==> config.mk <==
export PLATFORM = sky130hd
export DESIGN_NAME = note_player
export DESIGN_NICKNAME = d
export VERILOG_FILES = /design/src/rtl/music_pkg.sv /design/src/rtl/frequency_rom.sv /design/src/rtl/note_player.sv
export SDC_FILE = /design/constraint.sdc
export NUM_CORES = 1
export LEC_CHECK = 0
export CORE_UTILIZATION = 57
export CTS_BUF_LIST = sky130_fd_sc_hd__clkbuf_16
export DETAILED_ROUTE_END_ITERATION = 10
export HOLD_SLACK_MARGIN = 0.08
export PLACE_DENSITY = 0.81
export SLEW_MARGIN = 15
export SYNTH_ARGS = -nofsm -noshare
export SYNTH_HDL_FRONTEND = slang
export SYNTH_HIERARCHICAL = 1
export SYNTH_SLANG_ARGS = --single-unit
==> constraint.sdc <==
create_clock -name clk -period 6.75 [get_ports clk]
set_input_delay 1.0125 -clock clk [delete_from_list [all_inputs] [get_ports clk]]
set_output_delay 1.0125 -clock clk [all_outputs]
set_load 0.05 [all_outputs]
==> src/rtl/music_pkg.sv <==
// Shared widths, state encoding and note-to-phase-increment table
// for the note player and its frequency ROM.
package music_pkg;

    localparam int NOTE_W = 6;
    localparam int DUR_W  = 6;
    localparam int STEP_W = 20;

    localparam logic [NOTE_W-1:0] REST_NOTE = '0;

    typedef enum logic [1:0] {
        IDLE,
        LOAD,
        PLAY,
        DONE
    } state_t;

    // Phase increment for a 20-bit accumulator at 48 kHz.
    // Note 1 is A1 (55 Hz); each group of 12 codes is one octave,
    // so the base semitone value is doubled once per octave.
    function automatic logic [STEP_W-1:0] note_step(
        input logic [NOTE_W-1:0] n
    );
        logic [NOTE_W-1:0] k;
        logic [2:0]        oct;
        logic [3:0]        semi;
        logic [STEP_W-1:0] base;
        k    = n - NOTE_W'(1);
        oct  = 3'(k / NOTE_W'(12));
        semi = 4'(k % NOTE_W'(12));
        unique case (semi)
            4'd0:    base = STEP_W'(1201);
            4'd1:    base = STEP_W'(1273);
            4'd2:    base = STEP_W'(1349);
            4'd3:    base = STEP_W'(1429);
            4'd4:    base = STEP_W'(1514);
            4'd5:    base = STEP_W'(1604);
            4'd6:    base = STEP_W'(1699);
            4'd7:    base = STEP_W'(1800);
            4'd8:    base = STEP_W'(1907);
            4'd9:    base = STEP_W'(2021);
            4'd10:   base = STEP_W'(2141);
            default: base = STEP_W'(2268);
        endcase
        if (n == REST_NOTE)
            return '0;
        return base << oct;
    endfunction

endpackage

==> src/rtl/frequency_rom.sv <==
// 64-entry synchronous phase-increment ROM, one cycle read latency.
// Ports: clk; addr = note code; dout = phase increment (entry 0 is 0).
module frequency_rom
    import music_pkg::*;
(
    input  logic              clk,
    input  logic [NOTE_W-1:0] addr,
    output logic [STEP_W-1:0] dout
);

    always_ff @(posedge clk) begin
        dout <= note_step(addr);
    end

endmodule

==> src/rtl/note_player.sv <==
// Plays one note for a number of beats, then pulses note_done.
// Ports: clk, reset (sync, high), play, beat, note/duration/new_note
// load; note_done pulse, step_size (muted when paused), playing.
module note_player #(
    parameter int NOTE_W = 6,
    parameter int DUR_W  = 6,
    parameter int STEP_W = 20
) (
    input  logic              clk,
    input  logic              reset,
    input  logic              play,
    input  logic              beat,
    input  logic [NOTE_W-1:0] note,
    input  logic [DUR_W-1:0]  duration,
    input  logic              new_note,
    output logic              note_done,
    output logic [STEP_W-1:0] step_size,
    output logic              playing
);
    import music_pkg::*;

    state_t state;
    state_t state_nx;

    logic [DUR_W-1:0]  beats_left;
    logic [STEP_W-1:0] step_reg;
    logic [STEP_W-1:0] rom_dout;
    logic              is_rest;
    logic              count_beat;
    logic              last_beat;

    // The ROM samples the live note input, so its data is ready
    // during LOAD for the note strobed in IDLE.
    frequency_rom u_rom (
        .clk  (clk),
        .addr (note),
        .dout (rom_dout)
    );

    // Beats only count while sounding and unpaused; paused beats
    // are dropped rather than queued.
    assign count_beat = (state == PLAY) && beat && play;
    assign last_beat  = count_beat && (beats_left == DUR_W'(1));

    always_ff @(posedge clk) begin
        if (reset)
            state <= IDLE;
        else
            state <= state_nx;
    end

    always_comb begin
        state_nx = state;
        unique case (state)
            IDLE: if (new_note) state_nx = LOAD;
            LOAD: state_nx = (beats_left == '0) ? DONE : PLAY;
            PLAY: if (last_beat) state_nx = DONE;
            DONE: state_nx = IDLE;
        endcase
    end

    always_ff @(posedge clk) begin
        if (reset) begin
            beats_left <= '0;
            step_reg   <= '0;
            is_rest    <= 1'b0;
        end else begin
            unique case (state)
                IDLE: begin
                    if (new_note) begin
                        beats_left <= duration;
                        is_rest    <= (note == REST_NOTE);
                    end
                end
                LOAD: begin
                    // A zero-length note completes silently.
                    if (is_rest || beats_left == '0)
                        step_reg <= '0;
                    else
                        step_reg <= rom_dout;
                end
                PLAY: begin
                    if (count_beat) begin
                        beats_left <= beats_left - DUR_W'(1);
                        if (last_beat)
                            step_reg <= '0;
                    end
                end
                DONE: ;
            endcase
        end
    end

    assign note_done = (state == DONE);
    assign playing   = (state == LOAD) || (state == PLAY);
    assign step_size = play ? step_reg : '0;

endmodule

# Word level (Yosys, flattened, before mapping)
# Memories as Yosys holds them, arrays and structs flattened.
# Cells that the tools add are included.
# totals
rom_bits	192
wordCells	47
n_memories	1
register_bits	49
output_inout_bits	22
inputBits	17
# mem_list
name	words	word_bits	rd	rd_ports_with_merged_regs	wr	line_no	rtl
(no name shown)	16	12	1	0	0	music_pkg.sv:31	unique case (semi)
# op_classes
reduce_logical	14
shift	1
n_mux	15
add_sub_neg	2
div_mod_pow	2
n_eq_ne	7
# ops
cell	n
20-bit two-way mux	6
20-bit case mux with 2 select lines	1
20-bit by 3-bit << shifter with 20-bit output	1
6-bit zero test	2
6-bit two-way mux	2
6-bit case mux with 2 select lines	1
6-bit by 1-bit subtractor with 6-bit output (second input constant)	2
2-bit case mux with 4 select lines	1
6-bit by 4-bit divider with 6-bit output (second input constant)	1
6-bit by 1-bit equality test with 1-bit output (second input constant)	1
6-bit by 4-bit remainder unit with 6-bit output (second input constant)	1
2-bit inequality test (second input constant)	3
3-bit AND reduction	2
2-bit equality test (second input constant)	2
2-bit two-way mux	2
2-bit AND reduction	2
2-bit nonzero test	2
1-bit logical AND	3
2-bit by 1-bit equality test with 1-bit output (second input constant)	1
2-bit zero test	1
1-bit logical OR	2
1-bit two-way mux	2

# Longest topological paths before layout
# Gate-level depths: netlist (run 1).
# logic_depth
depth_word	7
ltp_mapped	22
mapped_depth_nobuf	18

# Modules after synthesis
# The synthesis (run 1) kept the hierarchy.
# modules_own_cells
module	instances	area_per_inst_um2	cells_per_inst	seq_area_each_um2
frequency_rom	1	1803.0	240	380.4
note_player	1	1472.7	169	580.6

# Worst setup path before layout (run 1)
# Ideal clock, no wire load.
# synth_path
path_kind	input port to flip-flop
from	input note[0]
to	register u_rom.dout[9]
n_path_buf	3
required_time_ns	6.616
path_stages	19
arrival_ns	5.389
setup_time_ns	0.134
path_slack_ns	1.227
path_cell_list	clkbuf_1 inv_1 ha_1 buf_2 nor3b_1 mux2_2 ha_1 nor4_1 clkbuf_1 xnor2_1 ha_1 nor3b_1 mux2_2 mux2i_4 and2_4 mux2i_1 o22ai_1 a211oi_1 o22ai_1
# synth_between
elab_chain_len	5
word_cells_on_any_way	8
classes_between	add/sub: 1; div: 2; shift: 1; mux: 2; reduce/logical: 1; memory: 1
# synth_lines
element	line_no	rtl
start: declaration	note_player.sv:13	input logic [NOTE_W-1:0] note,
6-bit by 1-bit subtractor with 6-bit output	music_pkg.sv:28	k = n - NOTE_W'(1);
6-bit by 4-bit remainder unit with 6-bit output	music_pkg.sv:30	semi = 4'(k % NOTE_W'(12));
memory read 16 x 12 bit	--	
20-bit by 3-bit << shifter with 20-bit output	music_pkg.sv:47	return base << oct;
20-bit two-way mux (*)	music_pkg.sv:47	
end signal: assignment	frequency_rom.sv:12	dout <= note_step(addr);
end: declaration	frequency_rom.sv:8	output logic [STEP_W-1:0] dout
# Every way passes the cells marked *; elsewhere a longest branch is shown, timed or not.
# A chain may end at the register's enable or synchronous reset.

# Worst setup path after layout (run 1)
# layout_path
from	input note[1]
to	register u_rom.dout[9]
# The elaborated chain is that of the path after synthesis.

==> impl_metrics.tcl, run 1 <==
set metrics [dict create \
    hold_viol 0 \
    clkTransAtPathRegs_ns 0.07 \
    viasPerCell 6.30 \
    yosysWarnings 6 \
    area_growth_pct 16.9 \
    synth.avg_cell_area_um2 8.01 \
    cp-end-kind "flip-flop" \
    drtIter0Drc 206 \
    drive_gt1_share_pct 8.82 \
    cts_resized 0 \
    hold_slack_ns 0.476 \
    routed_wirelength_um 8420 \
    place_congestion 0.909 \
    clock-sinks 48 \
    crit_path_max_fanout 16 \
    fin_nets 464 \
    worstMarginPinSlew_ns 1.12 \
    clk_latency_ns 0.29 \
    ys_seq_area_share_pct 29.3 \
    netlist_instances 409 \
    cp-start-kind "primary input" \
    yosysMostFrequentCell "dfxtp_1" \
    rr_endpoint "beats_left[5]$_SDFFE_PP0P_" \
    syn_area_um2 3280 \
    maxCapViolations 0 \
    top_level_ports 39 \
    die_x_um 77.8 \
    synth-edff-count 0 \
    yosysTopAreaCellShare_pct 29.3 \
    clk_path_buf_depth 2 \
    grt.total_usage_pct 28.3 \
    htree_levels 2 \
    initial_core_util_pct 59.5 \
    synth_common_cells "dfxtp_1, nor2_1, nand2_1, a21oi_1" \
    synth-main-ff-cell "dfxtp_1" \
    yosysUniqueCellTypes 71 \
    fp.coreArea_um2 5510 \
    cts_hold_buf 0 \
    r2r_setup_slack_ns 4.35 \
    worstReg2RegStart "state[0]$_SDFFE_PP0P_" \
    syn_nets 443 \
    numCtsBuffers 5 \
    die_h_um 77.8 \
    hold_path.class "flip-flop to flip-flop" \
    grt_pass1_wl_um 13800 \
    drv_slew 0 \
    min_from "u_rom/dout[16]$_SDFF_PN0_" \
    tns_ns 0 \
    fin_total_pwr_w 0.00139 \
    path_common_cell "ha_1" \
    finClkSkew_ns 0.00648 \
    firstDrtPassIters 5 \
    ys_ff_latch 48 \
    power.density_nw_per_um2 362 \
    drc 0 \
    grt-ovfl-total 0 \
    arrival_ns 6.39 \
    largest_reg_flops 20 \
    critPathSlowestCell "clkdlybuf4s50_1" \
    crit_type "primary input to flip-flop" \
    netlist.top_cell.by_area "dfxtp_1" \
    port_buffers 38 \
    path_buf_inv 2 \
    fin_crit_ns 6.24 \
    path_cells "clkdlybuf4s50_1 > inv_1 > ha_1 > nor3b_1 > xor2_1 > ha_1 > nor3_1 > a32o_1 > nor4_2 > xnor2_1 > ha_1 > nor3b_1 > mux2_2 > mux2i_4 > and2_4 > mux2i_1 > o22ai_1 > a211oi_1 > o22ai_1" \
    cts_tree "done" \
    ant_nets 0 \
    r2r_cells 6 \
    outcome "complete, no violations" \
    antenna_found_initial 0 \
    min_period_over_period_pct 92.5 \
    max_slew_margin_pct 25.3 \
    synthTopCellsByArea "dfxtp_1, ha_1, nor2_1" \
    grt_max_degree 31 \
    power_leakage_nw 1.44 \
    wl_per_cell_um 16.7 \
    min_to "step_reg[16]$_SDFFE_PP0P_" \
    timing.fmax_mhz 160 \
    dieArea_um2 6050 \
    slowest_delay_ns 0.60 \
    diodes 0 \
    hold_depth 2 \
    async_reset_ff_share_pct 0 \
    post_cts_buffers 0 \
    cp_top_family "simple AND/OR/NAND/NOR gates" \
    num_rows 27 \
    vias 3167 \
    setup_viol 0 \
    placed_cell_area_um2 3660 \
    grt_pass1_vias 2888 \
    design_area_um2 3830 \
    irDropWorstVdd_v 0.000200 \
    utilization_pct 69.6 \
    dp_hpwl_um 6060 \
    grt_setup_unrepaired "false" \
    crit_cells 19 \
    cts_root_buf "clkbuf_16" \
    cp.required_ns 6.90 \
]
## layout by cell type, fill, tap and decap left out, types with 3 or more instances in the layout
| cell | n |
|---|---|
| or3_1 | 3 |
| clkbuf_16 | 5 |
| o21ai_0 | 17 |
| nand3_1 | 9 |
| nor2_1 | 45 |
| a22oi_1 | 21 |
| dfxtp_1 | 48 |
| and2_1 | 21 |
| xnor2_1 | 7 |
| a211oi_1 | 3 |
| nand2b_1 | 4 |
| nand2_1 | 26 |
| o21ai_1 | 4 |
| ha_1 | 17 |
| clkdlybuf4s50_1 | 38 |
| or4_1 | 4 |
| a21oi_1 | 22 |
| nor2b_1 | 5 |
| and3_1 | 4 |
| nand4_1 | 3 |
| nor3_1 | 12 |
| buf_4 | 5 |
| inv_1 | 14 |
| o21a_1 | 5 |
| o22ai_1 | 10 |
| mux2i_1 | 8 |
| mux2_2 | 4 |
| o211ai_1 | 6 |
## through the flow
| stage | setup WS (ns) | std cells |
|---|---|---|
| finish | 0.508 | 503 |
| global route | 0.242 | 503 |
| CTS | 0.602 | 503 |
| detailed placement | 0.320 | 495 |
| global placement | 0.740 | 495 |
| floorplan | 1.23 | 409 |
## layer usage
layer | GRT usage, % | wire length, um | vias up
li1 | - | - | 1532
met1 | 34.8 | 3550 | 1474
met3 | 3.88 | 425 | 22
met5 | 0 | 0 | -
met4 | 11.1 | 218 | 0
met2 | 49.6 | 4230 | 139
## how the worst max path moves through the flow
stage | start | to
floorplan | note[0] | u_rom/dout[9]$_SDFF_PN0_
global placement | note[1] | u_rom/dout[9]$_SDFF_PN0_
detailed placement | note[1] | u_rom/dout[9]$_SDFF_PN0_
CTS | note[1] | u_rom/dout[9]$_SDFF_PN0_
global route | note[1] | u_rom/dout[9]$_SDFF_PN0_
finish | note[1] | u_rom/dout[9]$_SDFF_PN0_
## layout make-up
cell class | count | area (um^2)
clock inverters | 3 | 46.3
fillers | 413 | 1680
clock buffers | 5 | 125
inverters | 16 | 60.1
well taps | 72 | 90.1
repair buffers | 43 | 418
multi-input cells | 316 | 2130
flip-flops and latches | 48 | 961
## kinds of logic after synthesis
logic type,Yosys count,share of synthesized area (%)
AOI/OAI and AO/OA,122,26.7
buffers and inverters,45,6.03
xor gates and xnor gates,8,2.14
muxes,13,4.51
and+or+nand+nor,155,24.6
other,1,0.114
DFF,48,29.3
adders and majority gates,17,6.49
## worst min-delay path, stage by stage (launching register included)
cell,delay (ns)
dfxtp_1,0.31
a22oi_1,0.07
nor2_1,0.07
## report_power, final
part	internal [W]	switching [W]	total, W
registers	0.000359	0.0000434	0.000402
clock network	0.000176	0.000107	0.000283
logic	0.000268	0.000434	0.000702
Note: power is estimated with default switching activity, not from simulation.
==> run 2, diff against run 1 <==
==> constraint.sdc (replaced) <==
create_clock -name clk -period 6.75 [get_ports clk]
set_input_delay 1.0125 -clock clk [delete_from_list [all_inputs] [get_ports clk]]
set_output_delay 1.0125 -clock clk [all_outputs]
set_load 0.005 [all_outputs]
==> results of run 2 <==
Same layout as run 1 (identical final DEF). Status: complete, no violations.
Among the figures that moved: total power 0.00139 W -> 0.00133 W; worst IR drop on VDD 0.000200 V -> 0.000183 V
